File: config.mk
export PLATFORM = sky130hd
export DESIGN_NAME = operand_fetch_flat
export DESIGN_NICKNAME = d
export VERILOG_FILES = /design/src/rtl/operand_fetch_pkg.sv /design/src/rtl/operand_fetch_if.sv /design/src/rtl/operand_fetch_rf_read_mux.sv /design/src/rtl/operand_fetch.sv /design/src/flat_wrapper.sv
export SDC_FILE = /design/constraint.sdc
export NUM_CORES = 1
export LEC_CHECK = 0
export BUFFER_PORTS_ARGS = -buffer_cell sky130_fd_sc_hd__buf_2
export CORE_AREA = 2 2 136 138
export DETAILED_ROUTE_END_ITERATION = 10
export DIE_AREA = 0 0 138 140
export PLACE_DENSITY = 0.8
export SETUP_SLACK_MARGIN = 0.5
export SLEW_MARGIN = 20
export SYNTH_ARGS = -nofsm -noshare
export SYNTH_HDL_FRONTEND = slang
export SYNTH_SLANG_ARGS = --single-unit
File: constraint.sdc
create_clock -name clk -period 3.2 [get_ports clk]
set_input_delay 0.32 -clock clk [delete_from_list [all_inputs] [get_ports clk]]
set_output_delay 0.32 -clock clk [all_outputs]
set_load 0.005 [all_outputs]
File: src/rtl/operand_fetch_pkg.sv
// operand_fetch_pkg: shared widths and FSM encoding for the operand fetch stage
package operand_fetch_pkg;
  localparam int DW = 16;
  localparam int NREG = 16;
  localparam int AW = 4;
  typedef enum logic {ST_EMPTY = 1'b0, ST_FULL = 1'b1} state_t;
endpackage

File: src/rtl/operand_fetch_if.sv
// operand_fetch_if: decode request, write-back, register bank and execute-side signals
interface operand_fetch_if;
  import operand_fetch_pkg::*;
  logic [NREG*DW-1:0] rf_q;
  logic               wb_en;
  logic [AW-1:0]      wb_addr;
  logic [DW-1:0]      wb_data;
  logic               req_valid;
  logic               req_ready;
  logic [AW-1:0]      req_rs1;
  logic [AW-1:0]      req_rs2;
  logic [AW-1:0]      req_rd;
  logic               req_wr;
  logic               out_valid;
  logic               out_ready;
  logic [DW-1:0]      out_a;
  logic [DW-1:0]      out_b;
  logic [AW-1:0]      out_rd;
  logic               out_wr;
  logic [NREG-1:0]    busy;
  modport slave (
    input  rf_q, wb_en, wb_addr, wb_data, req_valid, req_rs1, req_rs2, req_rd, req_wr, out_ready,
    output req_ready, out_valid, out_a, out_b, out_rd, out_wr, busy
  );
  modport master (
    output rf_q, wb_en, wb_addr, wb_data, req_valid, req_rs1, req_rs2, req_rd, req_wr, out_ready,
    input  req_ready, out_valid, out_a, out_b, out_rd, out_wr, busy
  );
endinterface

File: src/rtl/operand_fetch_rf_read_mux.sv
// rf_read_mux: reads one source from the raw bank and forwards same-cycle write-back
module rf_read_mux
  import operand_fetch_pkg::*;
(
  input  logic [NREG*DW-1:0] i_rf_q,
  input  logic [AW-1:0]      i_rs,
  input  logic               i_wb_en,
  input  logic [AW-1:0]      i_wb_addr,
  input  logic [DW-1:0]      i_wb_data,
  output logic [DW-1:0]      o_src
);
  assign o_src = (i_wb_en && i_wb_addr == i_rs) ? i_wb_data : i_rf_q[i_rs*DW +: DW];
endmodule

File: src/rtl/operand_fetch.sv
// operand_fetch: hazard-checked operand read with a one-entry output register and busy scoreboard
module operand_fetch
  import operand_fetch_pkg::*;
(
  input  logic            clk,
  input  logic            rst_b,
  operand_fetch_if.slave  bus
);
  state_t          r_state;
  logic [DW-1:0]   r_a, r_b;
  logic [AW-1:0]   r_rd;
  logic            r_wr;
  logic [NREG-1:0] r_busy;
  logic [DW-1:0]   w_src_a, w_src_b;
  logic            w_hz1, w_hz2, w_hz_rd, w_stall, w_acc;
  logic [NREG-1:0] w_clr, w_set;

  rf_read_mux u_mux_a (
    .i_rf_q(bus.rf_q), .i_rs(bus.req_rs1), .i_wb_en(bus.wb_en),
    .i_wb_addr(bus.wb_addr), .i_wb_data(bus.wb_data), .o_src(w_src_a)
  );
  rf_read_mux u_mux_b (
    .i_rf_q(bus.rf_q), .i_rs(bus.req_rs2), .i_wb_en(bus.wb_en),
    .i_wb_addr(bus.wb_addr), .i_wb_data(bus.wb_data), .o_src(w_src_b)
  );

  // a write-back landing this cycle resolves the hazard on its register
  assign w_hz1   = r_busy[bus.req_rs1] && !(bus.wb_en && bus.wb_addr == bus.req_rs1);
  assign w_hz2   = r_busy[bus.req_rs2] && !(bus.wb_en && bus.wb_addr == bus.req_rs2);
  assign w_hz_rd = bus.req_wr && r_busy[bus.req_rd] && !(bus.wb_en && bus.wb_addr == bus.req_rd);
  assign w_stall = w_hz1 | w_hz2 | w_hz_rd;
  assign bus.req_ready = !w_stall && (r_state == ST_EMPTY || bus.out_ready);
  assign w_acc   = bus.req_valid && bus.req_ready;
  assign w_clr   = bus.wb_en ? NREG'(1) << bus.wb_addr : '0;
  assign w_set   = (w_acc && bus.req_wr) ? NREG'(1) << bus.req_rd : '0;

  always_ff @(posedge clk or negedge rst_b) begin
    if (!rst_b) begin
      r_state <= ST_EMPTY;
      r_a     <= '0;
      r_b     <= '0;
      r_rd    <= '0;
      r_wr    <= 1'b0;
      r_busy  <= '0;
    end else begin
      r_busy <= (r_busy & ~w_clr) | w_set;
      if (w_acc) begin
        r_state <= ST_FULL;
        r_a     <= w_src_a;
        r_b     <= w_src_b;
        r_rd    <= bus.req_rd;
        r_wr    <= bus.req_wr;
      end else if (r_state == ST_FULL && bus.out_ready) begin
        r_state <= ST_EMPTY;
      end
    end
  end

  assign bus.out_valid = r_state == ST_FULL;
  assign bus.out_a     = r_a;
  assign bus.out_b     = r_b;
  assign bus.out_rd    = r_rd;
  assign bus.out_wr    = r_wr;
  assign bus.busy      = r_busy;
endmodule
File: src/flat_wrapper.sv
// flat-port wrapper written by rule: the top's interface ports become plain ports
module operand_fetch_flat import operand_fetch_pkg::*;
  (clk, rst_b, bus_rf_q, bus_wb_en, bus_wb_addr, bus_wb_data, bus_req_valid, bus_req_rs1, bus_req_rs2, bus_req_rd, bus_req_wr, bus_out_ready, bus_req_ready, bus_out_valid, bus_out_a, bus_out_b, bus_out_rd, bus_out_wr, bus_busy);
  operand_fetch_if bus_i ();
  input  logic clk;
  input  logic rst_b;
  input wire logic [$bits(bus_i.rf_q)-1:0] bus_rf_q;
  input wire logic [$bits(bus_i.wb_en)-1:0] bus_wb_en;
  input wire logic [$bits(bus_i.wb_addr)-1:0] bus_wb_addr;
  input wire logic [$bits(bus_i.wb_data)-1:0] bus_wb_data;
  input wire logic [$bits(bus_i.req_valid)-1:0] bus_req_valid;
  input wire logic [$bits(bus_i.req_rs1)-1:0] bus_req_rs1;
  input wire logic [$bits(bus_i.req_rs2)-1:0] bus_req_rs2;
  input wire logic [$bits(bus_i.req_rd)-1:0] bus_req_rd;
  input wire logic [$bits(bus_i.req_wr)-1:0] bus_req_wr;
  input wire logic [$bits(bus_i.out_ready)-1:0] bus_out_ready;
  output wire logic [$bits(bus_i.req_ready)-1:0] bus_req_ready;
  output wire logic [$bits(bus_i.out_valid)-1:0] bus_out_valid;
  output wire logic [$bits(bus_i.out_a)-1:0] bus_out_a;
  output wire logic [$bits(bus_i.out_b)-1:0] bus_out_b;
  output wire logic [$bits(bus_i.out_rd)-1:0] bus_out_rd;
  output wire logic [$bits(bus_i.out_wr)-1:0] bus_out_wr;
  output wire logic [$bits(bus_i.busy)-1:0] bus_busy;
  assign bus_i.rf_q = bus_rf_q;
  assign bus_i.wb_en = bus_wb_en;
  assign bus_i.wb_addr = bus_wb_addr;
  assign bus_i.wb_data = bus_wb_data;
  assign bus_i.req_valid = bus_req_valid;
  assign bus_i.req_rs1 = bus_req_rs1;
  assign bus_i.req_rs2 = bus_req_rs2;
  assign bus_i.req_rd = bus_req_rd;
  assign bus_i.req_wr = bus_req_wr;
  assign bus_i.out_ready = bus_out_ready;
  assign bus_req_ready = bus_i.req_ready;
  assign bus_out_valid = bus_i.out_valid;
  assign bus_out_a = bus_i.out_a;
  assign bus_out_b = bus_i.out_b;
  assign bus_out_rd = bus_i.out_rd;
  assign bus_out_wr = bus_i.out_wr;
  assign bus_busy = bus_i.busy;
  operand_fetch u_core (.clk(clk), .rst_b(rst_b), .bus(bus_i));
endmodule
# == Yosys cells after proc, flatten, opt, wreduce, memory -nomap -nowiden ==
# Index checks and enable logic that the tools add are counted.
# totals
ff_bits,54
in_bits,294
output_inout_bits,55
elab_cells,51
# classes
n_lt_le_gt_ge,3
n_eq_ne,3
shift,4
n_mux,12
bitwise,6
reduce_logical,17
# ops
operator,count
256-bit by 9-bit indexed part select with 16-bit output,2
16-bit 2-to-1 mux,4
1-bit by 4-bit left shift with 16-bit output (first input constant),2
16-bit AND,1
16-bit NOT,1
16-bit bitwise OR,1
4-bit by 5-bit < comparator with 1-bit output (second input constant),3
1-bit binary-select mux with 4-bit select,3
4-bit == test,3
1-bit logical AND,11
1-bit 2-to-1 mux,5
1-bit zero test,4
1-bit bitwise OR,2
2-bit nonzero test,1
1-bit logical OR,1
1-bit NOT,1

# == Logic depth before layout (Yosys ltp) ==
# Gate-level depths: netlist of the first run.
# depth
word_depth,12
mapped_depth,10
ltp_nobuf,6

# == Hierarchy ==
# From an unflattened synthesis of the first run, not the netlist that was laid out.
# unflattened
hier_cells,514
hier_area_um2,7425.9
# modules_own_cells
module,n_inst,cells_per_inst,area_each_um2,seq_area_each_um2
rf_read_mux,2,155,2301.0,0.0
operand_fetch,1,204,2824.0,1351.3

# == Least setup slack after synthesis of the first run ==
# Ideal clock, no wire load.
# synth_path
kind,input port to flip-flop
from,input bus_req_rs2[1]
to,register u_core.r_b[12] (netlist: u_core.bus.out_b[12])
arrival_ns,2.424
required_ns,3.075
slack_ns,0.650
cell_stages,7
n_path_buf,3
path_cell_list,buf_2 > clkbuf_1 > buf_1 > mux4_2 > mux4_2 > mux2_2 > mux2_4
# synth_via
elab_chain_len,9
# synth_lines
element,line_no,source
from (decl),flat_wrapper.sv:13,input wire logic [$bits(bus_i.req_rs2)-1:0] bus_req_rs2;
branches (longest 9 deep; another with 256-bit by 9-bit indexed part select with 16-bit output),n/a,
to (signal assigned),operand_fetch.sv:50,r_b <= w_src_b;
to (decl),operand_fetch.sv:10,"logic [DW-1:0] r_a, r_b;"
# Several ways; the timed one is not identified. The select of a mux whose other input is x is not followed.
# A chain may end at the register's enable or synchronous reset.

# == Final worst setup path of the first run ==
# layout_path
from,register u_core.r_busy[13] (netlist: u_core.bus.busy[13])
to,output bus_req_ready
# layout_via
elab_chain_len,7
# layout_lines
element,line_no,source
from (decl),operand_fetch.sv:13,logic [NREG-1:0] r_busy;
from (signal assigned),operand_fetch.sv:46,r_busy <= (r_busy & ~w_clr) | w_set;
1-bit binary-select mux with 4-bit select (on tied branches),"operand_fetch.sv:28, operand_fetch.sv:29, operand_fetch.sv:30",
1-bit 2-to-1 mux (on tied branches),"operand_fetch.sv:28, operand_fetch.sv:29, operand_fetch.sv:30",
1-bit logical AND (on tied branches),"operand_fetch.sv:28, operand_fetch.sv:29, operand_fetch.sv:30",
1-bit bitwise OR / 1-bit logical AND (equally long branches),"operand_fetch.sv:31, operand_fetch.sv:30",
1-bit bitwise OR *,operand_fetch.sv:31,assign w_stall = w_hz1 | w_hz2 | w_hz_rd;
1-bit zero test *,operand_fetch.sv:32,assign bus.req_ready = !w_stall && (r_state == ST_EMPTY || bus.out_ready);
1-bit logical AND *,operand_fetch.sv:32,
to (decl),flat_wrapper.sv:17,output wire logic [$bits(bus_i.req_ready)-1:0] bus_req_ready;
# Every way passes the cells marked *; elsewhere a longest branch is shown, timed or not. The select of a mux whose other input is x is not followed.

==> metrics.log, run 1 <==
[metrics] status: finished clean
[metrics] count of input and output buffers: 348
[metrics] Synth cell types: 35
[metrics] synthesized instance count: approximately 450
[metrics] CP Buf/Inv Count: 2
[metrics] portion of the clock cycle consumed by the worst path in the final layout: 0.824
[metrics] proportion of layout cells with a drive suffix above 1: 0.804
[metrics] setup total negative slack: 0 ns
[metrics] standard cell with the maximum stage delay on the critical path: or4b_1
[metrics] path depth of the worst reg2reg path: 7
[metrics] Critical Setup Path Class: flop to output port
[metrics] Die ar.: 19300 sq um
[metrics] register bit total from synthesis: 54
[metrics] CTS tree: yes
[metrics] total iterations of the first detailed-routing run: 5
[metrics] post-synthesis net count: 739
[metrics] Global Route Usage Sum: 0.289
[metrics] final worst-path setup slack: 0.563 ns
[metrics] effective utilization at floorplan: 0.398
[metrics] multi-input gate area in the final layout: 5370 sq um
[metrics] Sw Share: 0.336
[metrics] FILL cells: 1538
[metrics] dpl ws: 0.390 ns
[metrics] count of instances resized after the clock tree is built: 0
[metrics] height of the die: 140 um
[metrics] highest-count cells in the layout ignoring fill and taps: buf_2 (346), mux4_2 (163), dfrtp_1 (54)
[metrics] reg-to-reg endpoint: u_core.bus.out_b[11]
[metrics] final hold violations: 0
[metrics] Switching Power: 1170 uW
[metrics] Internal Power: 2300 uW
[metrics] proportion of synthesized chip area in sequential cells: 0.191
[metrics] leakage component of the power: 0.00398 uW
[metrics] commonest non-fill, non-tap cell in the layout: buf_2
[metrics] number of max-slew violations in the final report: 0
[metrics] master cell of the clock root buffer: clkbuf_16
[metrics] share of total power in sequential cells: 0.323
[metrics] total of endpoints with negative setup slack in the final report: 0
[metrics] relative contribution of the clock network to total power: 0.181
[metrics] DRC violation count after routing: 0
[metrics] endpoint kind of the worst setup timing path: output port
[metrics] longest individual stage delay on the worst path: around 0.5 ns
[metrics] number of warning messages in the yosys log: 0
[metrics] deepest clock path buffer count: 2
[metrics] path class of the lowest-slack min-delay path: primary input to asynchronous set/reset pin
[metrics] clock latency reported for the late side of the worst-skew pair: 0.30 ns
[metrics] footprint of the flip-flops and latches: 1350 sq um
[metrics] vias post-DR: approximately 6500
[metrics] fmax: 379 MHz
[metrics] net total in the final layout: 1059
[metrics] total gr overflow: 0
[metrics] area of the placeable core: 17800 sq um
[metrics] average wire per cell in the routed design: roughly 28 um
[metrics] part of the power in combinational logic: 0.495
[metrics] Die Wd: between 100 and 150 um
[metrics] wire length of the first global-routing pass: ~42000 um
[metrics] number of antenna violations at the first check in global routing: 12
[metrics] cell family contributing the most delay on the critical path: simple AND/OR/NAND/NOR gates
[metrics] number of clock buffers inserted by TritonCTS: 5
[metrics] average cell area after synthesis: 15.9 sq um
[metrics] headroom to the max-slew limit: 0.642
[metrics] Netlist Area Pre-Place: a little over 7000 sq um
[metrics] standard-cell row count: 49
[metrics] transition time of the tightest slew-check pin: between 0.5 and 0.6 ns
[metrics] RD Place Congestion: a little over 1
[metrics] synth-to-layout area growth: 29.8%
[metrics] peak supply drop: roughly 0.26 mV
[metrics] io pins: ~350
[metrics] number of global-route vias before repair: 6685
[metrics] DRC violation total after the first TritonRoute iteration: 628
[metrics] unrepaired setup endpoints after global routing: no
[metrics] maximum number of pins on one net before global-route repair: 68
[metrics] flop2flop setup slack: 0.61 ns
[metrics] R2R Path Start: u_core.bus.busy[13]
[metrics] number of logic stages on the critical path including buffering: 7
[metrics] Worst Path Max Fanout: 5
[metrics] Antenna Violating Nets Remaining: 0
[metrics] dpl hpwl: around 23000 um
[metrics] worst endpoint data arrival time: 2.32 ns
[metrics] Routed Wire Length: between 20000 and 30000 um
[metrics] Via density: approximately 6.5
[metrics] clock net sink count: 54
[metrics] CP startpoint kind: flop
[metrics] H-tree levels: 2
[metrics] post-layout minimum cycle time: 2.64 ns
[metrics] number of maximum-capacitance violations: 0
[metrics] required time of the critical path: 2.88 ns
[metrics] areal power density over the cells: 378 nW/um^2
[metrics] largest clock skew in the final design: 0.00779 ns
[metrics] cell breakdown of the critical path: mux2i_1, mux4_2, nand2_1, or4b_1, nand4_1, inv_1, buf_2
[metrics] clock-pin slew reported for the worst setup and hold paths after clock tree synthesis: 0.07 ns
## cell type report
cell class,count,area share
antenna,6,0.00164
clock buffer,5,0.0136
clock inverter,3,0.00477
inverter,1,0.000409
multi-input combinational,335,0.585
sequential,54,0.147
tap,229,0.0312
timing repair buffer,368,0.216
## worst max path at each step
stage	start	to	slack (ns)
floorplan	bus_req_rs2[1]	u_core.bus.out_b[12]	0.65
global placement	bus_req_rs2[0]	u_core.bus.out_a[5]	0.42
detailed placement	bus_req_rs2[0]	u_core.bus.out_a[2]	0.39
CTS	u_core.bus.busy[13]	bus_req_ready	0.56
global route	u_core.bus.busy[13]	bus_req_ready	0.52
finish	u_core.bus.busy[13]	bus_req_ready	0.56
## timing repair
item                                    CTS  global route
hold buffers                              0             0
endpoints found under the setup margin    0             1
buffers inserted                          0             2
## cell usage after synthesis (all sizes together)
master,number,share of area
nor2b,3,0.0027
or2,1,0.00089
nand2,7,0.0037
nand3,6,0.0042
a31oi,1,0.00089
nor3,1,0.00071
o31ai,16,0.017
nand2b,3,0.0027
nor4,1,0.0018
buf,36,0.041
or4b,1,0.0014
a211o,2,0.0025
mux2,71,0.12
o21ai,18,0.013
nand3b,6,0.0064
mux4,169,0.54
dfrtp,54,0.19
nand4,1,0.00089
or3b,3,0.0037
clkbuf,19,0.010
nor2,1,0.00053
xnor2,3,0.0037
a211oi,1,0.0011
inv,1,0.00053
o22ai,1,0.00089
a21oi,1,0.00071
xor2,9,0.011
o41ai,1,0.0012
mux2i,8,0.011
## state kept, by name, summed over array words and instances, names as in the netlist
signal / count
u_core.bus.busy: 16
u_core.bus.out_a: 16
u_core.bus.out_b: 16
u_core.bus.out_rd: 4
u_core.bus.out_valid: 1
u_core.bus.out_wr: 1
## through the flow
| stage | power, uW | std cells | utilization | hold WS, ns | area [sq um] |
|---|---|---|---|---|---|
| 2_1_floorplan | 2050 | 445 | - | 0.0244 | 7070 |
| 3_3_place_gp | 2780 | 985 | 0.505 | 0.335 | 8980 |
| 3_5_place_dp | 2830 | 985 | 0.505 | 0.332 | 8980 |
| 4_1_cts | 3460 | 993 | 0.515 | 0.0154 | 9150 |
| 5_1_grt | 3640 | 1001 | 0.516 | 0.0320 | 9180 |
| 6_report | 3470 | 1001 | 0.516 | 0.000123 | 9180 |
## power groups by stage
| stage | clock (uW) | sequential (uW) | combinational, uW |
|---|---|---|---|
| floorplan | 0 | 1080 | 974 |
| global placement | 0 | 1110 | 1670 |
| detailed placement | 0 | 1120 | 1700 |
| CTS | 640 | 1110 | 1710 |
| global route | 671 | 1150 | 1820 |
| finish | 630 | 1120 | 1720 |
## routing by layer
| metal | part of all wire | global-route usage |
|---|---|---|
| met1 | 0.40 | 0.413 |
| met2 | 0.46 | 0.444 |
| met3 | 0.10 | 0.0684 |
| met4 | 0.030 | 0.0854 |
| met5 | 0.0032 | 0 |
## cells by family (layout without fill, tap and decap cells)
family                 Yosys count  in the layout  share of synthesized area
AO/OA/AOI/OAI                   41             41                     0.0370
buffers and inverters           56            377                     0.0518
multiplexers                   248            248                      0.676
other                            0              6                          0
AND/OR/NAND/NOR                 34             34                     0.0295
XOR/XNOR                        12             12                     0.0149
flip-flops                      54             54                      0.191
Note: power is estimated with default switching activity, not from simulation.
==> inputs of run 2 (changes only) <==
Settings changed: PLACE_DENSITY 0.8 to 0.82.
Clock period 3.2 ns to 2.29 ns, I/O delays scaled along.
==> metrics.log, run 2 (synthesis results as in run 1) <==
[metrics] number of maximum-capacitance violations: 0 (unchanged)
[metrics] standard-cell row count: 49 (unchanged)
[metrics] failing checks: setup timing
[metrics] CP Buf/Inv Count: 2 (unchanged)
[metrics] total iterations of the first detailed-routing run: 5 (unchanged)
[metrics] proportion of layout cells with a drive suffix above 1: 0.845 (was 0.804)
[metrics] number of clock buffers inserted by TritonCTS: 5 (unchanged)
[metrics] final worst-path setup slack: -0.168 ns (was 0.563 ns)
[metrics] standard cell with the maximum stage delay on the critical path: or4b_4 (was or4b_1)
[metrics] Die ar.: 19300 sq um (unchanged)
[metrics] reg-to-reg endpoint: u_core.bus.busy[8] (was u_core.bus.out_b[11])
[metrics] areal power density over the cells: 522 nW/um^2 (was 378 nW/um^2)
[metrics] cell family contributing the most delay on the critical path: simple AND/OR/NAND/NOR gates (unchanged)
[metrics] path class of the lowest-slack min-delay path: primary input to flop (was primary input to asynchronous set/reset pin)
[metrics] clock latency reported for the late side of the worst-skew pair: 0.30 ns (about the same)
[metrics] unrepaired setup endpoints after global routing: yes (was no)
[metrics] total gr overflow: 0 (unchanged)
[metrics] dpl ws: -0.182 ns (was 0.390 ns)
[metrics] origin of the worst setup path: u_core.bus.busy[12] (was u_core.bus.busy[13])
[metrics] Switching Power: 1730 uW (was 1170 uW)
[metrics] worst endpoint data arrival time: 2.23 ns (was 2.32 ns)
[metrics] number of logic stages on the critical path including buffering: 7 (unchanged)
[metrics] number of global-route vias before repair: 7296 (was 6685)
[metrics] total of endpoints with negative setup slack in the final report: 53 (was 0)
[metrics] endpoint kind of the worst setup timing path: output port (unchanged)
[metrics] FILL cells: 1397 (was 1538)
[metrics] Die Wd: 138 um (unchanged)
[metrics] fmax: 407 MHz
[metrics] flop2flop setup slack: -0.15 ns (was 0.61 ns)
[metrics] average wire per cell in the routed design: 26.1 um (was 28.3 um)
[metrics] clock net sink count: 54 (unchanged)
[metrics] Routed Wire Length: 27400 um (was 28300 um)
[metrics] footprint of the flip-flops and latches: 1350 sq um (unchanged)
[metrics] placed cell areas: 9400 sq um (was 8980 sq um)
[metrics] CP startpoint kind: flop (unchanged)
[metrics] path depth of the worst reg2reg path: 9 (was 7)
[metrics] Internal Power: 3440 uW (was 2300 uW)
[metrics] final hold violations: 0 (unchanged)
[metrics] multi-input gate area in the final layout: 5550 sq um (was 5370 sq um)
[metrics] synth-to-layout area growth: 40.0% (was 29.8%)
[metrics] R2R Path Start: u_core.bus.busy[12] (was u_core.bus.busy[13])
[metrics] number of antenna violations at the first check in global routing: 10 (was 12)
[metrics] share of total power in sequential cells: 0.296 (was 0.323)
[metrics] count of input and output buffers: 348 (unchanged)
[metrics] Sw Share: 0.335 (was 0.336)
[metrics] Global Route Usage Sum: 0.284 (was 0.289)
[metrics] io pins: 349 (unchanged)
[metrics] net total in the final layout: 1108 (was 1059)
[metrics] area of all placed cells without fillers: 9900 sq um (was 9180 sq um)
[metrics] highest-count cells in the layout ignoring fill and taps: buf_2 (346), mux4_2 (169), dfrtp_1 (54) (was buf_2 (346), mux4_2 (163), dfrtp_1 (54))
[metrics] vias post-DR: 6679 (was 6526)
[metrics] cell breakdown of the critical path: mux2i_1, mux4_2, nand2_1, or4b_4, nand4_1, inv_2, buf_2 (was mux2i_1, mux4_2, nand2_1, or4b_1, nand4_1, inv_1, buf_2)
[metrics] part of the power in combinational logic: 0.528 (was 0.495)
[metrics] status: complete, but fails checks (was finished clean)
[metrics] number of max-slew violations in the final report: 0 (unchanged)
[metrics] RD Place Congestion: 0.981 (was 1.03)
[metrics] DRC violation count after routing: 0 (unchanged)
[metrics] largest clock skew in the final design: 0.00870 ns (was 0.00779 ns)
[metrics] CTS tree: yes (unchanged)
[metrics] leakage component of the power: 0.00429 uW (was 0.00398 uW)
[metrics] Worst Path Max Fanout: 3 (was 5)
[metrics] Critical Setup Path Class: flop to output port (unchanged)
[metrics] dpl hpwl: 22100 um (was 23500 um)
[metrics] Via density: 6.35 (was 6.52)
[metrics] DRC violation total after the first TritonRoute iteration: 516 (was 628)
[metrics] effective utilization at floorplan: 0.398 (unchanged)
[metrics] longest individual stage delay on the worst path: 0.47 ns (was 0.50 ns)
[metrics] area of the placeable core: 17800 sq um (unchanged)
[metrics] relative contribution of the clock network to total power: 0.176 (was 0.181)
[metrics] master cell of the clock root buffer: clkbuf_16 (unchanged)
[metrics] transition time of the tightest slew-check pin: 0.510 ns (was 0.537 ns)
[metrics] H-tree levels: 2 (unchanged)
[metrics] final design utilization: 0.557 (was 0.516)
[metrics] post-layout minimum cycle time: around 2.5 ns
[metrics] clock-pin slew reported for the worst setup and hold paths after clock tree synthesis: 0.08 ns (was 0.07 ns)
[metrics] height of the die: 140 um (unchanged)
[metrics] portion of the clock cycle consumed by the worst path in the final layout: 1.07
[metrics] wire length of the first global-routing pass: 42000 um (was 42400 um)
[metrics] maximum number of pins on one net before global-route repair: 55 (was 68)
[metrics] headroom to the max-slew limit: 0.659 (was 0.642)
[metrics] required time of the critical path: 2.06 ns (was 2.88 ns)
[metrics] Antenna Violating Nets Remaining: 0 (unchanged)
[metrics] deepest clock path buffer count: 2 (unchanged)
[metrics] commonest non-fill, non-tap cell in the layout: buf_2 (unchanged)
[metrics] worst setup path endpoint: bus_req_ready (unchanged)
[metrics] peak supply drop: 0.310 mV (was 0.258 mV)
[run 2: changes by cell type in the layout (fill, tap and decap cells not counted), moves of 2 or more]
cell and change:
buf_4 +28, mux4_1 -6, buf_8 +3, o31ai_4 +13, buf_6 +8, mux4_2 +6, o31ai_2 +3, diode_2 +2
buf_12 +9, o31ai_1 -16
[run 2: cell type report]
class                   instances  share of cell area
multi-input cells             335               0.560
inverters                       1            0.000379
clock buffers                   5              0.0126
diodes                          8             0.00202
well taps                     229              0.0289
flip-flops and latches         54               0.136
clock inverters                 3             0.00480
repair buffers                417               0.254
[run 2: per-layer routing]
metal / global-route usage / vias up / wire length, um / part of all wire
met2: 0.483 / 456 / 13600 / 0.50
met5: 0 / - / 23 / 0.00084
li1: - / 2714 / - / -
met1: 0.346 / 3395 / 9910 / 0.36
met4: 0.124 / 4 / 1340 / 0.049
met3: 0.0684 / 110 / 2550 / 0.093
[run 2: worst min-delay path by stage]
stage                from                   to  slack [ns]  cells after the start
2_1_floorplan       rst_b   u_core.bus.busy[0]       -0.07                      0
3_3_place_gp        rst_b  u_core.bus.out_a[1]        0.25                      2
3_5_place_dp        rst_b  u_core.bus.out_a[2]        0.26                      2
4_1_cts        bus_req_wr    u_core.bus.out_wr        0.26                      2
5_1_grt        bus_req_wr    u_core.bus.out_wr        0.28                      2
6_report       bus_req_wr    u_core.bus.out_wr        0.30                      2
[run 2: per-stage QoR]
| stage | TNS, ns | std cells | power (uW) | hold WS, ns |
|---|---|---|---|---|
| after global placement | -2.86 | 1029 | 3990 | 0.254 |
| final | -4.08 | 1052 | 5170 | 0.296 |
| after global routing | -8.94 | 1050 | 5440 | 0.277 |
| after floorplan | 0 | 445 | 2920 | -0.0666 |
| after CTS | -1.39 | 1043 | 5120 | 0.264 |
| after detailed placement | -4.82 | 1029 | 4070 | 0.256 |
[run 2: worst reg2reg max path: stages, from the launching register on]
cell,delay (ns)
dfrtp_1,0.44
buf_6,0.15
mux4_2,0.48
a211oi_2,0.21
a211o_1,0.16
nand4_1,0.23
buf_4,0.22
buf_6,0.12
buf_8,0.13
o31ai_2,0.22
[run 2: timing repair]
item                                    4_1_cts  5_1_grt
setup buffers                                 5        1
resized for setup                            32       12
hold buffers                                  1        0
endpoints found under the hold margin        54        0
endpoints found under the setup margin       55       55
pin swaps                                     8        4
[run 2: power by group through the flow]
stage               logic, uW  registers [uW]  clock network (uW)
floorplan                1420            1510                   0
global placement         2470            1520                   0
detailed placement       2540            1520                   0
CTS                      2670            1510                 935
global route             2900            1560                 972
finish                   2730            1530                 910
